===== config.mk =====
export PLATFORM = sky130hd
export DESIGN_NAME = irq_ctrl
export DESIGN_NICKNAME = d
export VERILOG_FILES = /design/src/rtl/irq_pkg.sv /design/src/rtl/irq_sync.sv /design/src/rtl/irq_ctrl.sv
export SDC_FILE = /design/constraint.sdc
export NUM_CORES = 1
export LEC_CHECK = 0
export CAP_MARGIN = 20
export CORE_UTILIZATION = 51
export DETAILED_ROUTE_END_ITERATION = 10
export PLACE_DENSITY = 0.88
export SLEW_MARGIN = 25
export SYNTH_ARGS = -nofsm -noshare
export SYNTH_HDL_FRONTEND = slang
export SYNTH_SLANG_ARGS = --single-unit
export TNS_END_PERCENT = 1

===== constraint.sdc =====
create_clock -name clk -period 2 [get_ports clk]
set_input_delay 0.4 -clock clk [delete_from_list [all_inputs] [get_ports clk]]
set_output_delay 0.4 -clock clk [all_outputs]
set_load 0.005 [all_outputs]

===== src/rtl/irq_pkg.sv =====
// Shared definitions for the interrupt controller: register offsets,
// FSM state encodings and the architectural source limit.
package irq_pkg;

   localparam int IRQ_MAX_SRC = 16;

   localparam logic [2:0] IRQ_PENDING = 3'd0;
   localparam logic [2:0] IRQ_MASK    = 3'd1;
   localparam logic [2:0] IRQ_EDGE    = 3'd2;
   localparam logic [2:0] IRQ_CLAIM   = 3'd3;
   localparam logic [2:0] IRQ_EOI     = 3'd4;
   localparam logic [2:0] IRQ_STATUS  = 3'd5;

   typedef enum logic [1:0] {
      IRQ_IDLE  = 2'b00,
      IRQ_REQ   = 2'b01,
      IRQ_INSVC = 2'b10
   } irq_state_e;

endpackage


===== src/rtl/irq_sync.sv =====
// One interrupt line: 2-flop synchronizer followed by a previous-value
// flop so a rising edge of the synchronized level can be detected.
module irq_sync
   import irq_pkg::*;
(
   input  logic clk,
   input  logic rst,
   input  logic src_i,
   output logic level_o,
   output logic rise_o
);

   logic sync1_q;
   logic sync2_q;
   logic prev_q;

   always_ff @(posedge clk or negedge rst) begin
      if (!rst) begin
         sync1_q <= 1'b0;
         sync2_q <= 1'b0;
         prev_q  <= 1'b0;
      end else begin
         sync1_q <= src_i;
         sync2_q <= sync1_q;
         prev_q  <= sync2_q;
      end
   end

   assign level_o = sync2_q;
   assign rise_o  = sync2_q & ~prev_q;

endmodule


===== src/rtl/irq_ctrl.sv =====
// Interrupt controller: per-source synchronizers, mask/edge selection,
// fixed-priority select (source 0 highest), request/claim FSM, register window.
module irq_ctrl
   import irq_pkg::*;
#(
   parameter int NSRC = 8
) (
   input  logic            clk,
   input  logic            rst,
   input  logic [NSRC-1:0] src_in,
   input  logic            irq_en,
   input  logic            irq_ack,
   output logic            irq_out,
   input  logic [2:0]      reg_addr,
   input  logic [15:0]     reg_wdata,
   input  logic            reg_we,
   output logic [15:0]     reg_rdata
);

   logic [NSRC-1:0] level;
   logic [NSRC-1:0] rise;
   logic [NSRC-1:0] mask_q, mask_d;
   logic [NSRC-1:0] edge_q, edge_d;
   logic [NSRC-1:0] pend_q, pend_d;
   logic [NSRC-1:0] pending;
   logic [NSRC-1:0] active;
   logic [NSRC-1:0] win_oh;
   logic [NSRC-1:0] claim_clr;
   logic [NSRC-1:0] w1c;
   logic [3:0]      win;
   logic [3:0]      claim_id_q, claim_id_d;
   logic            claim_vld_q, claim_vld_d;
   logic            irq_q, irq_d;
   logic            eoi_wr;
   irq_state_e      state_q, state_d;

   function automatic logic [15:0] ext16(input logic [NSRC-1:0] v);
      logic [15:0] r;
      r         = '0;
      r[NSRC-1:0] = v;
      return r;
   endfunction

   for (genvar g = 0; g < NSRC; g++) begin : g_sync
      irq_sync u_sync (
         .clk     (clk),
         .rst     (rst),
         .src_i   (src_in[g]),
         .level_o (level[g]),
         .rise_o  (rise[g])
      );
   end

   // Edge sources read the sticky flop, level sources read the synchronized line.
   assign pending = (edge_q & pend_q) | (~edge_q & level);
   assign active  = pending & mask_q;
   assign eoi_wr  = reg_we && (reg_addr == IRQ_EOI);
   assign w1c     = (reg_we && (reg_addr == IRQ_PENDING)) ? reg_wdata[NSRC-1:0] : '0;

   always_comb begin
      win    = '0;
      win_oh = '0;
      for (int i = NSRC - 1; i >= 0; i--) begin
         if (active[i]) begin
            win       = 4'(i);
            win_oh    = '0;
            win_oh[i] = 1'b1;
         end
      end
   end

   always_comb begin
      state_d     = state_q;
      claim_vld_d = claim_vld_q;
      claim_id_d  = claim_id_q;
      claim_clr   = '0;
      case (state_q)
         IRQ_IDLE: begin
            if ((active != '0) && irq_en && !claim_vld_q) state_d = IRQ_REQ;
         end
         IRQ_REQ: begin
            // A vanished request is withdrawn even if an ack arrives with it.
            if (active == '0) begin
               state_d = IRQ_IDLE;
            end else if (irq_ack) begin
               claim_vld_d = 1'b1;
               claim_id_d  = win;
               claim_clr   = win_oh;
               state_d     = IRQ_INSVC;
            end
         end
         IRQ_INSVC: begin
            if (eoi_wr) begin
               claim_vld_d = 1'b0;
               claim_id_d  = '0;
               state_d     = IRQ_IDLE;
            end
         end
         default: state_d = IRQ_IDLE;
      endcase
      irq_d = (state_d == IRQ_REQ);
   end

   // A new rising edge outranks both W1C and claim-clear on the same bit.
   assign pend_d = edge_q & (rise | (pend_q & ~w1c & ~claim_clr));
   assign mask_d = (reg_we && (reg_addr == IRQ_MASK)) ? reg_wdata[NSRC-1:0] : mask_q;
   assign edge_d = (reg_we && (reg_addr == IRQ_EDGE)) ? reg_wdata[NSRC-1:0] : edge_q;

   always_ff @(posedge clk or negedge rst) begin
      if (!rst) begin
         state_q     <= IRQ_IDLE;
         irq_q       <= 1'b0;
         pend_q      <= '0;
         mask_q      <= '0;
         edge_q      <= '0;
         claim_vld_q <= 1'b0;
         claim_id_q  <= '0;
      end else begin
         state_q     <= state_d;
         irq_q       <= irq_d;
         pend_q      <= pend_d;
         mask_q      <= mask_d;
         edge_q      <= edge_d;
         claim_vld_q <= claim_vld_d;
         claim_id_q  <= claim_id_d;
      end
   end

   always_comb begin
      reg_rdata = '0;
      case (reg_addr)
         IRQ_PENDING: reg_rdata = ext16(pending);
         IRQ_MASK:    reg_rdata = ext16(mask_q);
         IRQ_EDGE:    reg_rdata = ext16(edge_q);
         IRQ_CLAIM:   reg_rdata = {claim_vld_q, 11'd0, claim_id_q};
         IRQ_STATUS:  reg_rdata = {14'd0, state_q};
         default:     reg_rdata = '0;
      endcase
   end

   assign irq_out = irq_q;

endmodule

# Word-level counts from Yosys, hierarchy flattened
# Index checks and enable logic that the tools add are counted.
[op_classes]
muxes = 34
n_reduce_logical = 13
eq_ne = 11
n_bitwise = 27
[ops]
columns = ["cell", "count"]
rows = [
  ["$mux W8", 12],
  ["$pmux W16 S5", 1],
  ["$and A8 B8 Y8", 6],
  ["$mux W4", 10],
  ["$not A8 Y8", 3],
  ["$or A8 B8 Y8", 2],
  ["$and A1 B1 Y1", 8],
  ["$logic_not A8 Y1", 1],
  ["$mux W2", 4],
  ["$not A1 Y1", 8],
  ["$pmux W4 S2", 1],
  ["$reduce_bool A8 Y1", 1],
  ["$eq A3 B2 Y1 const B", 2],
  ["$eq A3 B3 Y1 const B", 2],
  ["$logic_and A1 B1 Y1", 6],
  ["$ne A2 B2 Y1 const B", 3],
  ["$pmux W2 S3", 1],
  ["$eq A2 B1 Y1 const B", 2],
  ["$reduce_and A4 Y1", 1],
  ["$eq A3 B1 Y1 const B", 1],
  ["$logic_not A3 Y1", 1],
  ["$mux W1", 3],
  ["$mux W3", 1],
  ["$eq A2 B2 Y1 const B", 1],
  ["4 further kinds", 4],
]
[word_totals]
regBits = 56
elab_cells = 116
output_inout_bits = 17
inputBits = 32

# Logic depth before layout (Yosys ltp)
# Gate-level depths: netlist (run 1).
[depth]
ltp_word = 19
depth_mapped = 6
depth_no_buf = 5

# Modules after synthesis
# From an unflattened synthesis (run 1), not the netlist that was laid out.
[hier_totals]
hier_cells = 237
hier_area_um2 = 2675.1
[by_module_without_submodules]
columns = ["mod", "instances", "cells_each", "area_each_um2"]
rows = [
  ["irq_ctrl", 1, 205, 1964.4],
  ["irq_sync", 8, 4, 88.8],
]

# Worst setup path before layout (run 1)
# OpenSTA, ideal clock, no wires.
[synth_path]
path_type = "in2out"
startpoint = "input port reg_addr[2]"
endpoint = "output port reg_rdata[2]"
n_path_buf = 2
stages = 5
t_arrival_ns = 1.440
slack_ns = 0.160
path_cell_list = "buf_2 nor3_1 buf_2 a21oi_1 o21ai_0"
[synth_between]
elab_chain_len = 2
[synth_lines]
columns = ["item", "line_no", "rtl"]
rows = [
  ["from (decl)", "irq_ctrl.sv:14", "input logic [2:0] reg_addr,"],
  ["$eq A3 B3 Y1 (tied with other cells)", "irq_ctrl.sv:131", "case (reg_addr)"],
  ["$pmux W16 S5 (*)", "irq_ctrl.sv:131", ""],
  ["to (decl)", "irq_ctrl.sv:17", "output logic [15:0] reg_rdata"],
]
# Every way passes the cells marked *; elsewhere a longest branch is shown, timed or not.

# Worst setup path in the final report (run 1)
[layout_path]
startpoint = "register edge_q[1]"
endpoint = "output port reg_rdata[1]"
[layout_between]
elab_chain_len = 4
[layout_lines]
columns = ["item", "line_no", "rtl"]
rows = [
  ["from (decl)", "irq_ctrl.sv:23", "logic [NSRC-1:0] edge_q, edge_d;"],
  ["from (signal assigned)", "irq_ctrl.sv:123", "edge_q <= edge_d;"],
  ["$not A8 Y8", "irq_ctrl.sv:55", "assign pending = (edge_q & pend_q) | (~edge_q & level);"],
  ["$and A8 B8 Y8", "irq_ctrl.sv:55", ""],
  ["$or A8 B8 Y8", "irq_ctrl.sv:55", ""],
  ["$pmux W16 S5 (*)", "irq_ctrl.sv:131", ""],
]
# Marks and branches as above.

==> results.py, run 1 <==
metrics = {
    "sta": {
        "finalSetupTns_ns": -0.306,
        "fin_worst_skew_ns": 0.0113,
        "max_freq_mhz": 451,
        "hold_viol": 0,
        "setup_viol": 2,
        "min_period_ns": 2.22,
        "maxSlewViolCount": 0,
        "rsz0062_at_grt": "yes",
        "fin_crit_sh": 1.11,
        "setup_ws_ns": -0.217,
    },
    "place": {
        "dpl_cell_area_um2": 3060,
        "gp_congestion": 0.792,
        "placed_cells": 331,
        "io_buffer_count": 33,
        "hpwl_um": 3850,
    },
    "worst_hold_path": {
        "hold_depth": 0,
        "min_path_type": "register to register",
    },
    "drt": {
        "ant_nets": 0,
        "vias": 1946,
        "drc": 0,
        "wl_per_cell_um": 15.4,
        "initialDrtViolationCount": 106,
        "first_pass_iters": 4,
        "finalWirelength_um": 5390,
        "drt-vias-per-instance": 5.58,
    },
    "finish": {
        "area_delta_synth_final_pct": 25.7,
        "drive_above_1_share": 0.287,
        "diodes": 0,
        "final_design_area_no_fill_um2": 3220,
        "fillers": 381,
        "nNetsFinal": 314,
        "fin_cells": 349,
    },
    "run": {
        "maxCapViolations": 0,
    },
    "clock_tree": {
        "cts_made_buffers": 5,
        "cts_buffer_depth": 2,
        "clock_sinks": 55,
        "cts-root-buf": "clkbuf_8",
        "htreeDepth": 2,
        "clk_pin_slew_worst_paths_ns": 0.10,
        "cts_tree": "yes",
        "clk_latency_ns": 0.31,
    },
    "critical_path": {
        "crit_path_start_kind": "register",
        "cp-end-kind": "primary output",
        "slowest_delay_ns": 0.47,
        "path_buf_inv": 1,
        "path_delay_family": "multiplexers",
        "crit_type": "register to primary output",
        "critPathSlowestCell": "mux4_2",
        "required_ns": 1.60,
        "worst-path-stages": 4,
        "path_max_fanout": 3,
        "path_cells": "mux2_4, mux4_2, o21a_1, buf_2",
        "critPathArrivalTime_ns": 1.82,
        "r2r_cells": 5,
    },
    "floorplanning": {
        "pin_count": 49,
        "coreArea_um2": 4790,
        "die_y_um": 72.9,
        "die_area_um2": 5310,
        "die_x_um": 72.9,
        "rows": 25,
        "start_util": 0.535,
    },
    "global_routing": {
        "grt_usage": 0.232,
        "grt_max_degree": 31,
        "first_global_vias": 1952,
        "grt_pass1_wl_um": 9110,
        "antenna_found_initial": 0,
        "overflow": 0,
    },
    "synthesis": {
        "synth.most_common_cell": "dfrtp_1",
        "ys_types": 48,
        "netlist_area_um2": 2560,
        "synth_ff_type": "dfrtp_1",
        "yosysTopAreaCell": "dfrtp_1",
        "syn_area_per_cell_um2": 11.7,
        "synth_top_area_share": 0.538,
        "synthCells": 218,
        "synth_area_leaders": "dfrtp_1 54%, mux2_2 10%, nand2_1 3.8%, buf_4 2.3%, o21ai_0 2.0%",
        "synth_edf_count": 0,
        "ys_ff_latch": 55,
        "synth-async-reset-ratio": 1.00,
        "yosysSeqAreaShare": 0.538,
        "synth_common_cells": "55 x dfrtp_1, 26 x nand2_1, 23 x mux2_2",
        "ys_warn_count": 0,
    },
    "status": {
        "run_status": "finished, violations left",
        "failed_checks": "setup timing",
    },
    "power_and_ir_drop": {
        "peakVddDrop_v": 0.000602,
        "power_density_nw_per_um2": 874,
        "power_uw": 2810,
        "p_leak_uw": 0.00150,
    },
}
cells in the final DEF (no fill, tap or decap), types with 4 or more instances in the layout:
cell type	instances
a21oi_1	9
a32oi_1	5
buf_2	6
buf_4	28
clkbuf_8	6
clkdlybuf4s50_1	20
conb_1	7
dfrtp_1	55
dlygate4sd2_1	5
inv_1	9
mux2_2	23
nand2_1	26
nand3_1	4
o21ai_0	5
o21ai_1	6
area by class of cell:
type                            instances  area (µm²)  share of cell area
Sequential cell                        55        1380               0.428
Multi-Input combinational cell        147        1090               0.340
Timing Repair Buffer                   64         541               0.168
Tap cell                               67        83.8              0.0261
Clock buffer                            6        82.6              0.0257
Inverter                                9        33.8              0.0105
Clock inverter                          1        5.00             0.00156
sequential cells by signal (all words and copies together) (netlist names):
name,count
g_sync.u_sync.prev_q,8
edge_q,8
mask_q,8
claim_vld_q,1
state_q,2
irq_out,1
g_sync.u_sync.sync1_q,8
claim_id_q,3
g_sync.u_sync.level_o,8
pend_q,8
cell families (layout without fill, tap and decap cells):
family / Yosys count / in the layout / share of synthesized area
compound gates: 49 / 49 / 0.142
buf+inv: 22 / 80 / 0.0464
flops: 55 / 55 / 0.538
mux: 29 / 29 / 0.133
other cells: 1 / 7 / 0.00146
simple gates: 62 / 62 / 0.139
per-layer routing:
metal	share of wire	global-route usage	up-vias
met5	0	0	-
met4	0.023	0.0980	0
met3	0.060	0.0691	15
met2	0.48	0.362	65
met1	0.44	0.304	968
li1	-	-	898
metrics by stage:
step                       util  hold slack [ns]  setup slack [ns]
after floorplan               -            0.104             0.160
after global placement    0.639            0.193            -0.549
after detailed placement  0.639            0.201            -0.612
after CTS                 0.672            0.347            -0.243
after global routing      0.672            0.352            -0.261
final                     0.672            0.346            -0.217
final timing paths:
check | from | endpoint | slack [ns]
setup / recovery | edge_q[1] | reg_rdata[1] | -0.22
hold / removal | g_sync[3].u_sync.sync1_q | g_sync[3].u_sync.level_o | 0.35
setup reg to reg | edge_q[1] | pend_q[6] | 0.18
hold reg to reg | g_sync[3].u_sync.sync1_q | g_sync[3].u_sync.level_o | 0.35
max in group asynchronous | rst | edge_q[4] | 1.04
min in group asynchronous | rst | irq_out | 0.41
power breakdown:
part / switching, µW / internal, µW / total [µW] / leakage, µW
sequential: 181 / 1300 / 1480 / 0.000667
combinational: 320 / 403 / 723 / 0.000783
clock: 335 / 272 / 607 / 0.0000470
total: 836 / 1970 / 2810 / 0.00150
worst register-to-register path: stages (launching register included):
cell	delay, ns
dfrtp_1	0.41
mux2_4	0.33
a22oi_2	0.27
and4_1	0.32
a41oi_1	0.17
o21a_1	0.20
what timing repair did:
action,CTS,global route
hold buffers,1,0
pin swaps,3,2
hold endpoints to repair,1,0
resized for setup,37,4
gates cloned,1,0
buffers inserted,9,0
setup endpoints to repair,9,9
(Power assumes the default switching activity.)
==> run 2, diff against run 1 <==
- SKIP_LAST_GASP: unset -> 1
==> run 2 against run 1 <==
  * The flow still finishes with violations (setup timing)
  * Worst setup slack got worse by 0.017 ns
  * Clock power increased by 0.7%
  * Global-route usage unchanged
  * Clock skew about the same
  * Cell count unchanged
  * Maximum frequency decreased by 0.75%
  * Via count increased by 0.36%
  * Count of clock-buffer cells in the layout unchanged
  * Total power increased by 0.32%
  * Critical path type unchanged
  * Largest cell class unchanged
  * Highest routed layer unchanged
==> results.py, run 2 (synthesis gave the netlist of run 1 again) <==
metrics = {
    "critical_path": {
        "crit_path_start_kind": "register",
        "path_max_fanout": 3,
        "cp-end-kind": "primary output",
        "timing.rr.start": "edge_q[1]",
        "r2r_end": "pend_q[6]",
        "required_ns": 1.60,
        "reg2reg_slack_ns": 0.16,
        "critPathArrivalTime_ns": 1.83,
        "r2r_cells": 5,
        "crit_type": "register to primary output",
    },
    "finish": {
        "nNetsFinal": 314,
        "final_design_area_no_fill_um2": 3230,
        "mostFrequentLayoutCell": "dfrtp_1",
        "drive_above_1_share": 0.270,
        "fin_cells": 349,
        "layout_common_cells": "55 x dfrtp_1, 28 x buf_4, 26 x nand2_1, 23 x mux2_2, 22 x clkdlybuf4s50_1",
        "area_delta_synth_final_pct": 26.2,
        "diodes": 0,
        "finish.utilization": 0.675,
    },
    "floorplanning": {
        "coreArea_um2": 4790,
        "start_util": 0.535,
        "rows": 25,
        "die_x_um": 72.9,
        "die_y_um": 72.9,
        "die_area_um2": 5310,
        "pin_count": 49,
    },
    "run": {
        "maxCapViolations": 0,
    },
    "global_routing": {
        "antenna_found_initial": 0,
        "overflow": 0,
        "grt_usage": 0.232,
        "grt_pass1_wl_um": 9120,
        "grt_max_degree": 31,
        "first_global_vias": 1960,
    },
    "drt": {
        "initialDrtViolationCount": 102,
        "drt-vias-per-instance": 5.60,
        "wl_per_cell_um": 15.5,
        "vias": 1953,
        "drc": 0,
        "finalWirelength_um": 5420,
        "ant_nets": 0,
        "first_pass_iters": 4,
    },
    "sta": {
        "min_period_ns": 2.23,
        "hold_viol": 0,
        "fin_worst_skew_ns": 0.0115,
        "max_freq_mhz": 448,
        "setup_ws_ns": -0.234,
        "setup_viol": 8,
        "maxSlewViolCount": 0,
        "fin_crit_sh": 1.12,
        "rsz0062_at_grt": "yes",
    },
    "worst_hold_path": {
        "min_to": "g_sync[3].u_sync.level_o",
        "hp-start": "g_sync[3].u_sync.sync1_q",
        "min_path_type": "register to register",
        "hold_depth": 0,
    },
    "clock_tree": {
        "cts-root-buf": "clkbuf_8",
        "cts_buffer_depth": 2,
        "clk_latency_ns": 0.31,
        "htreeDepth": 2,
        "cts_tree": "yes",
        "clock_sinks": 55,
        "cts_made_buffers": 5,
        "clk_pin_slew_worst_paths_ns": 0.10,
    },
    "place": {
        "gp_congestion": 0.792,
        "hpwl_um": 3850,
        "placed_cells": 331,
        "io_buffer_count": 33,
        "dpl_cell_area_um2": 3060,
        "pre_cts_slack_ns": -0.612,
    },
    "status": {
        "run_status": "finished, violations left",
        "failed_checks": "setup timing",
    },
    "power_and_ir_drop": {
        "power_uw": 2820,
        "p_leak_uw": 0.00149,
        "peakVddDrop_v": 0.000602,
        "power_density_nw_per_um2": 872,
    },
}
[run 2: cell types whose count changed in the layout (fill, tap and decap cells not counted), sizes merged]
cell	previous run	this run
dlygate4sd2	5	7
clkdlybuf4s50	20	22
buf	36	32
[run 2: how the worst max path moves through the flow]
| stage | start | end | cells after the start |
|---|---|---|---|
| detailed placement | reg_addr[2] | reg_rdata[4] | 7 |
| CTS | edge_q[1] | reg_rdata[1] | 4 |
| floorplan | reg_addr[2] | reg_rdata[2] | 5 |
| global placement | reg_addr[0] | reg_rdata[1] | 5 |
| global route | edge_q[1] | reg_rdata[1] | 4 |
| finish | edge_q[1] | reg_rdata[1] | 4 |
[run 2: worst max-delay path, stage by stage, from the launching register on]
cell	delay (ns)
dfrtp_1	0.41
mux2_4	0.33
mux4_2	0.47
o21a_1	0.20
buf_2	0.12
[run 2: through the flow]
| step | setup TNS (ns) | hold WS, ns |
|---|---|---|
| final | -1.21 | 0.343 |
| after detailed placement | -7.72 | 0.201 |
| after global routing | -1.79 | 0.352 |
| after CTS | -1.53 | 0.347 |
| after global placement | -6.78 | 0.193 |
| after floorplan | 0 | 0.104 |
[run 2: routing by layer]
| metal | track usage | wire [µm] |
|---|---|---|
| met2 | 0.364 | 2600 |
| met4 | 0.0980 | 105 |
| met3 | 0.0691 | 263 |
| met5 | 0 | 0 |
| met1 | 0.302 | 2450 |
[run 2: final cells by class]
class	count	area [µm²]
timing repair buffer	64	558
clock buffer	6	82.6
inverter	9	33.8
fill	383	1550
tap	67	83.8
clock inverter	1	5.00
multi-input combinational	147	1090
sequential	55	1380
[run 2: what timing repair did]
action,4_1_cts,5_1_grt
hold buffers,1,0
setup endpoints to repair,9,9
pin swaps,2,1
endpoints found under the hold margin,1,0
buffers inserted,9,0
gates cloned,1,0
resized for setup,23,2
[run 2: report_power, final]
group          leakage [µW]  internal (µW)  switching [µW]
combinational      0.000779            409             320
sequential         0.000667           1300             181
clock             0.0000470            272             338
==> run 3, diff against run 2 <==
- CTS_CLUSTER_SIZE: unset -> 28
==> results of run 3 <==
Same layout as run 2: the final DEF is identical, and so are final timing and power.
